--- config.mk ---
export PLATFORM = sky130hd
export DESIGN_NAME = regfile_stage
export DESIGN_NICKNAME = d
export VERILOG_FILES = /design/src/rtl/regfile_stage.sv
export SDC_FILE = /design/constraint.sdc
export NUM_CORES = 2
export LEC_CHECK = 0
export CORE_ASPECT_RATIO = 1.75
export CORE_UTILIZATION = 55
export CTS_BUF_LIST = sky130_fd_sc_hd__clkbuf_16
export CTS_CLUSTER_DIAMETER = 40
export DETAILED_ROUTE_END_ITERATION = 6
export HOLD_SLACK_MARGIN = 0.03
export PLACE_DENSITY = 0.73
export SETUP_SLACK_MARGIN = 0.15
export SLEW_MARGIN = 10
export SYNTH_ARGS = -nofsm -noshare
export SYNTH_HDL_FRONTEND = slang
export SYNTH_SLANG_ARGS = --single-unit
--- constraint.sdc ---
create_clock -name clk -period 3.5 [get_ports clk]
set_input_delay 0.35 -clock clk [delete_from_list [all_inputs] [get_ports clk]]
set_output_delay 0.35 -clock clk [all_outputs]
set_load 0.02 [all_outputs]
--- src/rtl/regfile_stage.sv ---
// Register-read stage: 31x32 integer register file with a busy scoreboard,
// writeback port and a one-entry output register toward execute.
// Optional build macro RF_BYPASS_EN: forwards same-cycle writeback data to the
// operand read and lets that writeback clear a RAW stall in the same cycle.
// Reset is asynchronous, active-low, on port rst.

package regfile_stage_pkg;
    localparam int unsigned XLEN     = 32;
    localparam int unsigned NUM_REGS = 32;
    localparam int unsigned IDX_W    = 5;

    // Operand source selection; rf=1 means the operand is read from the register file
    typedef struct packed {
        logic rf;
        logic imm;
    } fwd_sel_t;

    typedef struct packed {
        logic [7:0]       op;
        fwd_sel_t         fwd_rs1;
        fwd_sel_t         fwd_rs2;
        logic [IDX_W-1:0] rd;
        logic [IDX_W-1:0] rs1;
        logic [IDX_W-1:0] rs2;
        logic [XLEN-1:0]  imm;
    } idrf_tdata_t;

    typedef struct packed {
        logic [XLEN-1:0] rs1_data;
        logic [XLEN-1:0] rs2_data;
        idrf_tdata_t     idrf;
    } rfex_tdata_t;

    typedef struct packed {
        logic [IDX_W-1:0] rd;
        logic [XLEN-1:0]  data;
    } wb_tdata_t;
endpackage

module regfile_stage
    import regfile_stage_pkg::*;
(
    input  logic        clk,
    input  logic        rst,
    // decoded instruction from decoder
    input  logic        idrf_tvalid,
    output logic        idrf_tready_c,
    input  idrf_tdata_t idrf_tdata,
    // operands and decoded fields to execute
    output logic        rfex_tvalid,
    input  logic        rfex_tready,
    output rfex_tdata_t rfex_tdata,
    // writeback from execute, never back-pressured
    input  logic        wb_tvalid,
    output logic        wb_tready_c,
    input  wb_tdata_t   wb_tdata,
    // pipeline flush from branch resolution
    input  logic        invalidate
);

    logic [XLEN-1:0]     regs [1:NUM_REGS-1];
    logic [NUM_REGS-1:0] busy_q;
    logic [NUM_REGS-1:0] busy_d;
    logic [NUM_REGS-1:0] wb_clr;
    logic [NUM_REGS-1:0] busy_rd;
    logic                wb_hit;
    logic                hazard;
    logic                accept;
    logic [XLEN-1:0]     rs1_data;
    logic [XLEN-1:0]     rs2_data;

    assign wb_tready_c = 1'b1;
    assign wb_hit      = wb_tvalid && (wb_tdata.rd != '0);

    // One-hot busy clear from this cycle's writeback
    always_comb begin
        wb_clr = '0;
        if (wb_hit) wb_clr[wb_tdata.rd] = 1'b1;
    end

    // Busy view used for source-operand checks; WAW always uses the registered bits
    always_comb begin
`ifdef RF_BYPASS_EN
        busy_rd = busy_q & ~wb_clr;
`else
        busy_rd = busy_q;
`endif
    end

    // RAW / WAW hazard detection and input handshake
    always_comb begin
        hazard = (idrf_tdata.fwd_rs1.rf && busy_rd[idrf_tdata.rs1]) ||
                 (idrf_tdata.fwd_rs2.rf && busy_rd[idrf_tdata.rs2]) ||
                 ((idrf_tdata.rd != '0) && busy_q[idrf_tdata.rd]);
        idrf_tready_c = (!rfex_tvalid || rfex_tready) && !hazard && !invalidate;
        accept        = idrf_tvalid && idrf_tready_c;
    end

    // Operand read with x0 hardwired to zero and optional writeback forwarding
    always_comb begin
        rs1_data = '0;
        rs2_data = '0;
        if (idrf_tdata.rs1 != '0) rs1_data = regs[idrf_tdata.rs1];
        if (idrf_tdata.rs2 != '0) rs2_data = regs[idrf_tdata.rs2];
`ifdef RF_BYPASS_EN
        if (wb_hit && (wb_tdata.rd == idrf_tdata.rs1)) rs1_data = wb_tdata.data;
        if (wb_hit && (wb_tdata.rd == idrf_tdata.rs2)) rs2_data = wb_tdata.data;
`endif
    end

    // Scoreboard next state: clear on writeback, set on accept (set wins), flush clears all
    always_comb begin
        busy_d = busy_q & ~wb_clr;
        if (accept && (idrf_tdata.rd != '0)) busy_d[idrf_tdata.rd] = 1'b1;
        if (invalidate) busy_d = '0;
        busy_d[0] = 1'b0;
    end

    // Scoreboard register
    always_ff @(posedge clk or negedge rst) begin
        if (!rst) busy_q <= '0;
        else      busy_q <= busy_d;
    end

    // Register array write port; x0 has no storage
    always_ff @(posedge clk or negedge rst) begin
        if (!rst) begin
            for (int unsigned i = 1; i < NUM_REGS; i++) regs[IDX_W'(i)] <= '0;
        end else if (wb_hit) begin
            regs[wb_tdata.rd] <= wb_tdata.data;
        end
    end

    // One-entry output register toward execute; contents hold while stalled
    always_ff @(posedge clk or negedge rst) begin
        if (!rst) begin
            rfex_tvalid <= 1'b0;
            rfex_tdata  <= '0;
        end else if (invalidate) begin
            rfex_tvalid <= 1'b0;
        end else if (accept) begin
            rfex_tvalid         <= 1'b1;
            rfex_tdata.rs1_data <= rs1_data;
            rfex_tdata.rs2_data <= rs2_data;
            rfex_tdata.idrf     <= idrf_tdata;
        end else if (rfex_tready) begin
            rfex_tvalid <= 1'b0;
        end
    end

    // The WAW stall must prevent a same-cycle set and clear of one destination
    a_no_set_clr_same_rd: assert property (@(posedge clk) disable iff (!rst)
        !(accept && (idrf_tdata.rd != '0) && wb_hit && (wb_tdata.rd == idrf_tdata.rd)));

endmodule

==> run summary <==
status: finished, final reports clean
Post-Synthesis Net Count: 3730
clk buf depth: 3
synth cell count leaders: mux2_2, dfrtp_1, mux4_2
Cell Rows: 159
chip height: 436.5 um
most area-consuming cells after synthesis: dfrtp_1, mux2_2, mux4_2, clkbuf_1, a22o_1
max-slew violation count: 0
All-Layer GR Usage: 0.3311
CP Cell Sequence: mux4_2, nor2b_1, or4_1, nor4_4, and3_1, buf_4
Die X-Extent: 250.3 um
maximum clock rate: 310.2 MHz
count leader, synth: mux2_2
Worst Hold Class: in -> reg
crit-path max cell delay: 550 ps
vias per cell: 6.990
drt total wl: 175.9 mm
crit path max fanout: 4
vias: 36380
full die area: 0.1093 mm2
top_reg_cell synth: dfrtp_1
grt ovf: 0
Synth area leader: dfrtp_1
WP data arrival: 2870 ps
final worst slack: 276.8 ps
final core occ: 0.6341
drt drc: 0
Slew HR: 0.2911
Clock transition at path regs: 60 ps
leak pwr: 28.91 nW
first-pass GRT wire length: 264.8 mm
Slew @ Worst Pin: 1060 ps
Worst Skew: 39.99 ps
number of fillers in the final layout: 7587
cell area power density: 600.4 mW/mm2
Hold Violations, Final: 0
Async S/R FF share, synth: 1.000
Peak supply drop: 0.5397 mV
CTS sink cnt: 1147
First DRT Iteration DRCs: 2923
DR WL/cell: 33.79 um
Seq/Total Area, Yosys: 0.4837
Final Cycle Share: 0.9209
Synth Register Bits: 1147
MaxCap Viol Count: 0
Final Critical Period: 3223 ps
Core ar.: 0.1070 mm2
final hold slack: 109.9 ps
IO Count: 228
Synth-to-Final Area Change: 14.39%
starting density of the core: 0.5544
Finish-stage setup viols: 0
number of enable flip-flop cells after synthesis: 0
Port Buffers: 226
crit path capture type: output port
share of the synthesized area in the top cell type: 0.4837
Worst Path Required: 3150 ps
setup TNS: 0 ps
CTS Root Cell: clkbuf_16
Cell Area, Synth: 0.05934 mm2
vias in the first global route: 40190
Final Power: 40.75 mW
synthesis warning total: 0
drt pass-1 iters: 5
Skew-Pair Late Insertion Delay: 770 ps
crit path kind: reg -> out
Synth Instances: 3628
RSZ-0062 raised after global routing: no
CTS tree: built
nets: 3829
initial antenna violation count: 12
startpoint types: flip-flop
CTS H-tree depth: 3
largest net degree at the start of global routing: 130
slowest CP cell: or4_1
Avg Inst Size Synth: 16.35 um2
routability cong.: 0.8889
Place WS: -171.1 ps
total CTS buffers: 121
layout cells sized above 1: 0.5746
antenna-violating nets left: 0
HPWL after detailed placement: 102.4 mm
Distinct cells, synth: 47
[per-stage QoR]
step	area, um2	std cells
final	67870	5205
after global routing	67870	5204
after CTS	67860	5200
after detailed placement	63690	4964
after global placement	63690	4964
after floorplan	59340	3628
[metal layers]
layer	wire, um	global-route usage
met5	93	0
met4	9797	0.1735
met2	91020	0.5646
met3	11230	0.05830
met1	63740	0.4028
[worst max-delay path, delay by kind of cell (launching register included)]
family	cells	cell delay, ps
buffers and inverters	1	140
flip-flops	1	430
multiplexers	1	460
AND/OR/NAND/NOR	4	1090
[final timing paths]
kind,depth (start not counted),slack [ps],endpoint,start
max in group asynchronous,3,2010,regs[324],rst
min in group asynchronous,2,170,regs[377],rst
setup reg to reg,9,440,rfex_tdata[94],busy_q[28]
hold reg to reg,1,510,rfex_tdata[47],rfex_tdata[47]
setup / recovery,6,280,idrf_tready_c,busy_q[28]
hold / removal,2,110,rfex_tdata[38],idrf_tdata[38]
[cell families after synthesis]
group / synth area share
muxes: 0.4632
DFF: 0.4837
buffers and inverters: 0.02613
AOI/OAI and AO/OA: 0.01666
and+or+nand+nor: 0.01027
other: 0.00006320
[placed cells by master (no fill, tap or decap), types with 8 or more instances in the layout]
| master | n |
|---|---|
| clkinv_2 | 17 |
| o31ai_1 | 26 |
| mux4_2 | 592 |
| mux2_2 | 1224 |
| clkbuf_16 | 122 |
| bufinv_16 | 15 |
| o211ai_1 | 11 |
| a22o_1 | 64 |
| clkdlybuf4s50_1 | 214 |
| dfrtp_1 | 1147 |
| clkinvlp_4 | 9 |
| nand3_1 | 19 |
| mux2_1 | 28 |
| nand3b_1 | 8 |
| buf_4 | 87 |
| inv_6 | 8 |
| nor2_4 | 16 |
| clkinv_4 | 15 |
| inv_1 | 18 |
| nand2_2 | 15 |
| nand2_1 | 10 |
| clkinv_1 | 22 |
| buf_12 | 57 |
[where the power goes]
part	internal (mW)	switching [mW]
Combinational	5.78	3.64
Sequential	16.0	2.09
Clock	7.52	5.72
Total	29.3	11.4
[cell type report]
cell class	count	area [um2]	area share
Antenna cell	5	12.51	0.0001843
Clock buffer	122	3053	0.04498
Inverter	6	22.52	0.0003318
Clock inverter	106	1051	0.01549
Sequential cell	1147	28700	0.4229
Multi-Input combinational cell	2083	29260	0.4312
Tap cell	1368	1712	0.02522
Timing Repair Buffer	368	4054	0.05973
[sequential cells by signal, indices dropped and copies added (netlist names)]
register / cells
regs: 992
rfex_tdata: 123
busy_q: 31
rfex_tvalid: 1
[repair_timing]
action / in CTS / in global routing
gates resized for setup: 6 / 0
endpoints found under the setup margin: 1 / 1
hold endpoints to repair: 48 / 0
pin swaps: 1 / 1
hold buffers: 1 / 0
buffers inserted: 7 / 0
(Power assumes the default switching activity.)
